$ cat config.mk
export PLATFORM = sky130hd
export DESIGN_NAME = bitwise_stream_unit
export DESIGN_NICKNAME = d
export VERILOG_FILES = /design/src/rtl/bitwise_stream_unit.sv
export SDC_FILE = /design/constraint.sdc
export NUM_CORES = 1
export LEC_CHECK = 0
export CORE_ASPECT_RATIO = 0.8
export CORE_MARGIN = 5
export CORE_UTILIZATION = 51
export CTS_CLUSTER_DIAMETER = 50
export DETAILED_ROUTE_END_ITERATION = 8
export GPL_ROUTABILITY_DRIVEN = 0
export GPL_TIMING_DRIVEN = 1
export PLACE_DENSITY = 0.78
export RECOVER_POWER = 25
export SLEW_MARGIN = 15
export SYNTH_ARGS = -nofsm -noshare
export SYNTH_HDL_FRONTEND = slang
export SYNTH_SLANG_ARGS = --single-unit
$ cat constraint.sdc
create_clock -name clk -period 2.59 [get_ports clk]
set_clock_uncertainty 0.15 [all_clocks]
set_input_delay 0.777 -clock clk [delete_from_list [all_inputs] [get_ports clk]]
set_output_delay 0.777 -clock clk [all_outputs]
set_load 0.02 [all_outputs]
$ cat src/rtl/bitwise_stream_unit.sv
// -----------------------------------------------------------------------------
// bitwise_stream_unit
//
// Responder for the bitwise operand interface. An operand pair plus opcode is
// accepted over an in_valid/in_ready handshake. The 32-bit bitwise result is
// computed combinationally and written, together with its opcode, into a small
// in-order FIFO. A second valid/ready handshake drains the FIFO. A saturating
// counter tracks how many results have been popped.
//
// Ports
//   clk        rising-edge clock
//   rst        synchronous, active-high reset
//   in_valid   operand pair / opcode valid
//   in_ready   unit can accept a transfer (depends on stored state only)
//   op         00 AND, 01 OR, 10 XOR, 11 NOR
//   i_1, i_2   operands
//   enable     0 forces the pushed result to zero
//   out_valid  FIFO head holds a result
//   out_ready  consumer takes the head this cycle
//   o          result at FIFO head (zero while empty)
//   o_op       opcode that produced the head result (zero while empty)
//   done_cnt   number of results popped, saturating
// -----------------------------------------------------------------------------
module bitwise_stream_unit #(
    parameter int WIDTH = 32,
    parameter int DEPTH = 4,
    parameter int CNT_W = 16
) (
    input  logic             clk,
    input  logic             rst,
    input  logic             in_valid,
    output logic             in_ready,
    input  logic [1:0]       op,
    input  logic [WIDTH-1:0] i_1,
    input  logic [WIDTH-1:0] i_2,
    input  logic             enable,
    output logic             out_valid,
    input  logic             out_ready,
    output logic [WIDTH-1:0] o,
    output logic [1:0]       o_op,
    output logic [CNT_W-1:0] done_cnt
);

    localparam int PTR_W = (DEPTH > 1) ? $clog2(DEPTH) : 1;
    localparam int OCC_W = $clog2(DEPTH + 1);

    localparam logic [1:0] OP_AND = 2'b00;
    localparam logic [1:0] OP_OR  = 2'b01;
    localparam logic [1:0] OP_XOR = 2'b10;
    localparam logic [1:0] OP_NOR = 2'b11;

    // FIFO storage: one result word and one opcode per entry.
    logic [WIDTH-1:0] res_mem [DEPTH];
    logic [1:0]       op_mem  [DEPTH];

    logic [PTR_W-1:0] rd_ptr_reg, rd_ptr_next;
    logic [PTR_W-1:0] wr_ptr_reg, wr_ptr_next;
    logic [OCC_W-1:0] count_reg, count_next;
    logic [CNT_W-1:0] done_cnt_reg, done_cnt_next;

    logic             push;
    logic             pop;
    logic [WIDTH-1:0] result_next;

    // ------------------------------------------------------------------
    // Handshake qualification. Both flags come from stored occupancy only,
    // so a full FIFO stays closed to pushes even in a cycle that pops.
    // ------------------------------------------------------------------
    assign in_ready  = (count_reg < OCC_W'(DEPTH));
    assign out_valid = (count_reg != '0);
    assign push      = in_valid && in_ready;
    assign pop       = out_valid && out_ready;

    // ------------------------------------------------------------------
    // Result function.
    // ------------------------------------------------------------------
    always_comb begin
        result_next = '0;
        if (enable) begin
            case (op)
                OP_AND:  result_next = i_1 & i_2;
                OP_OR:   result_next = i_1 | i_2;
                OP_XOR:  result_next = i_1 ^ i_2;
                OP_NOR:  result_next = ~(i_1 | i_2);
                default: result_next = '0;
            endcase
        end
    end

    // ------------------------------------------------------------------
    // Pointer, occupancy and completion-counter next state.
    // DEPTH is a power of two, so pointer increment wraps naturally.
    // ------------------------------------------------------------------
    always_comb begin
        rd_ptr_next   = rd_ptr_reg;
        wr_ptr_next   = wr_ptr_reg;
        count_next    = count_reg;
        done_cnt_next = done_cnt_reg;

        if (push) begin
            wr_ptr_next = wr_ptr_reg + PTR_W'(1);
        end
        if (pop) begin
            rd_ptr_next = rd_ptr_reg + PTR_W'(1);
            if (done_cnt_reg != {CNT_W{1'b1}}) begin
                done_cnt_next = done_cnt_reg + CNT_W'(1);
            end
        end

        case ({push, pop})
            2'b10:   count_next = count_reg + OCC_W'(1);
            2'b01:   count_next = count_reg - OCC_W'(1);
            default: count_next = count_reg;
        endcase
    end

    always_ff @(posedge clk) begin
        if (rst) begin
            rd_ptr_reg   <= '0;
            wr_ptr_reg   <= '0;
            count_reg    <= '0;
            done_cnt_reg <= '0;
        end else begin
            rd_ptr_reg   <= rd_ptr_next;
            wr_ptr_reg   <= wr_ptr_next;
            count_reg    <= count_next;
            done_cnt_reg <= done_cnt_next;
        end
    end

    // ------------------------------------------------------------------
    // Storage entries. Each entry loads only when it is the push target.
    // Entries are cleared on reset so no stale data survives a restart.
    // ------------------------------------------------------------------
    generate
        for (genvar gi = 0; gi < DEPTH; gi++) begin : g_entry
            always_ff @(posedge clk) begin
                if (rst) begin
                    res_mem[gi] <= '0;
                    op_mem[gi]  <= '0;
                end else if (push && (wr_ptr_reg == PTR_W'(gi))) begin
                    res_mem[gi] <= result_next;
                    op_mem[gi]  <= op;
                end
            end
        end
    endgenerate

    // ------------------------------------------------------------------
    // Head outputs come from registered state only. They are forced to
    // zero while empty so the bus is clean after reset and after draining.
    // ------------------------------------------------------------------
    assign o        = out_valid ? res_mem[rd_ptr_reg] : '0;
    assign o_op     = out_valid ? op_mem[rd_ptr_reg]  : 2'b00;
    assign done_cnt = done_cnt_reg;

endmodule

==> impl_results.md <==
* Worst Path Arrival at 1890 ps
* Mapped Area at 9180 um^2
* Outcome: finished, violations left
* Final critical-path setup slack at -228 ps
* Worst hold slack at 358 ps
* Post-DP HPWL at 14.2 mm
* Nets at 1113
* Wire per inst at 17.3 um
* Final Hold Violating Endpoints at 0
* FF/Latch Area at 4590 um^2
* # fillers at 1284
* Final setup viols at 34
* Largest net degree at the start of global routing at 69
* Overall power at 9.01 mW
* Area delta synth->final at 29.2%
* Vias per Instance at 5.39
* Minimum clock period at 2820 ps
* Type of origin of the critical path: flop
* Crit-path max FO at 6
* Num CTS Buffers at 17
* # IOs at 123
* Worst Path Required at 1660 ps
* Number of cells on the worst reg-to-reg path at 10
* Worst-path clk slew at 70 ps
* Fin area at 11900 um^2
* H-Tree Depth at 4
* Failing checks: setup timing
* Root Buffer: clkbuf_16
* Share of layout cells above drive strength 1 at 25.7%
* Final Cycle Share at 109%
* Top post-synthesis cells by area: edfxtp_1, ha_1, mux4_2
* DP Worst Slack at -286 ps
* Hold Buf Count CTS at 0
* Max reg flops at 128
* Die area at 20800 um^2
* Count of input and output buffers at 122
* Hold Path Cell Cnt at 2
* Ant diodes at 0
* Hold Crit Class: flop to flop
* Max cap viols at 0
* Clock sink total at 161
* GRT Resource Usage Total at 20.8%
* Transition time of the tightest slew-check pin at 578 ps
* Bufs on Longest Clock Path at 2
* Core Util, Final at 67.6%
* Vias in the first global route at 6679
* Post-synthesis sequential area ratio at 49.9%
* Clock Latency Late Sink at 430 ps
* Slew Limit Headroom at 61.5%
* TNS Setup at -5800 ps
* DRC at 0
* Total grt overflow at 0
* Top-area cell type share of the netlist area at 44.5%
* Footprint of the multi-input gates at 4180 um^2
* Cell row count at 43
* DP Cell Count at 1173
* Post-placement cell area at 11300 um^2
* Fin cells at 1209
* Initial Util at 52.4%
* Cell taking the most area after synthesis: edfxtp_1
* Count of final max-slew check failures at 0
* CTS tree: built
* Total Wirelength at 20.9 mm
* Static Leak at 4.93 nW
* Crit path kind: flop to output port
* Critical Path End Type: output port
* Seq cells post-synth at 161
* Routed Antenna Nets at 0
* Top achievable clock speed at 0.355 GHz
* Peak VDD IR at 0.529 mV
* RSZ-0062 raised after global routing: true
* Via count at 6520
* YS warnings at 0
* Total core area at 17500 um^2
* Power density over the cells at 760 nW/um^2
* Initial antenna violation count at 0
* Drt pass-1 iters at 7
* Cells after Synth at 799
* DR iter-0 viols at 403
* Avg Inst Size Synth at 11.5 um^2
* Unique masters post-synth at 39
* First-pass GRT wire length at 33.8 mm
* Overall die height at 130 um
* Die X at 160 um
* Syn Nets at 941
## worst paths after layout
path / to / slack [ps] / startpoint
hold reg to reg: done_cnt[1] / 360 / done_cnt[1]
hold / removal: done_cnt[1] / 360 / done_cnt[1]
setup / recovery: o[5] / -230 / flop
setup reg to reg: count_reg[2] / 220 / count_reg[2]
## what timing repair did
item                                    CTS  global route
setup buffers                             6             0
endpoints found under the setup margin   35            36
pin swaps                                12             1
gates resized for setup                 232             4
cloned                                    2             0
## metal layers
layer  vias to the layer above  track usage, %  share of wire, %
met3                        24            4.36               5.8
li1                       3117               -                 -
met1                      3184            26.9                43
met2                       195            36.4                50
met4                         0            5.26               1.2
met5                         -               0                 0
## power by group
| group | total (mW) | internal, mW | switching [mW] |
|---|---|---|---|
| clock network | 2.30 | 1.24 | 1.06 |
| logic | 3.44 | 1.77 | 1.67 |
| registers | 3.27 | 3.14 | 0.130 |
## synthesized netlist by cell type (all sizes together)
cell,count
fa,1
nor2b,5
inv,74
a21oi,13
o31ai,3
nand4,4
or2,1
buf,23
a211oi,1
nand3,3
nand2,57
mux2i,1
dfxtp,25
and2,35
a21boi,1
xor2,35
and2b,1
o21bai,2
mux4,34
edfxtp,136
and4,4
o2111ai,1
a311oi,1
o311a,3
nor2,142
ha,70
mux2,37
o21ai,6
clkbuf,26
or4,3
xnor2,2
o211ai,33
or3,5
and3,11
## placed cells by master (no fill, tap or decap), drive strengths merged, types with 2 or more instances in the layout
cell | synthesis | routed
mux4 | 34 | 34
inv | 74 | 77
o21ai | 6 | 6
o311a | 3 | 3
clkdlybuf4s50 | 0 | 83
buf | 23 | 107
ha | 70 | 70
or4 | 3 | 3
dlygate4sd3 | 0 | 2
nand3 | 3 | 3
or3 | 5 | 5
o211ai | 33 | 33
nand4 | 4 | 4
xor2 | 35 | 35
and2 | 35 | 35
xnor2 | 2 | 2
and3 | 11 | 11
nand2 | 57 | 57
o21bai | 2 | 2
and4 | 4 | 4
a21oi | 13 | 13
clkinvlp | 0 | 7
nor2b | 5 | 5
dfxtp | 25 | 25
clkbuf | 26 | 28
clkinv | 0 | 3
mux2 | 37 | 37
edfxtp | 136 | 136
o31ai | 3 | 3
nor2 | 142 | 142
## kinds of logic after synthesis
kind of cell	synth area share [%]
flops	49.9
xor+xnor	3.53
compound gates	4.82
buf+inv	5.42
simple gates	13.6
mux	13.0
fa+ha+maj	9.75
## critical path, cell delays in order, from the launching register on
cell and delay (ps):
dfxtp_4 430, buf_12 150, buf_12 100, mux4_2 500, and2_4 160, buf_6 120
## final cells by class
class,count,area share (%)
Clock inverter,13,0.897
Multi-Input combinational cell,515,35.2
Inverter,74,2.35
Tap cell,225,2.37
Clock buffer,19,3.65
Timing Repair Buffer,202,16.8
Sequential cell,161,38.7
(Power assumes the default switching activity.)
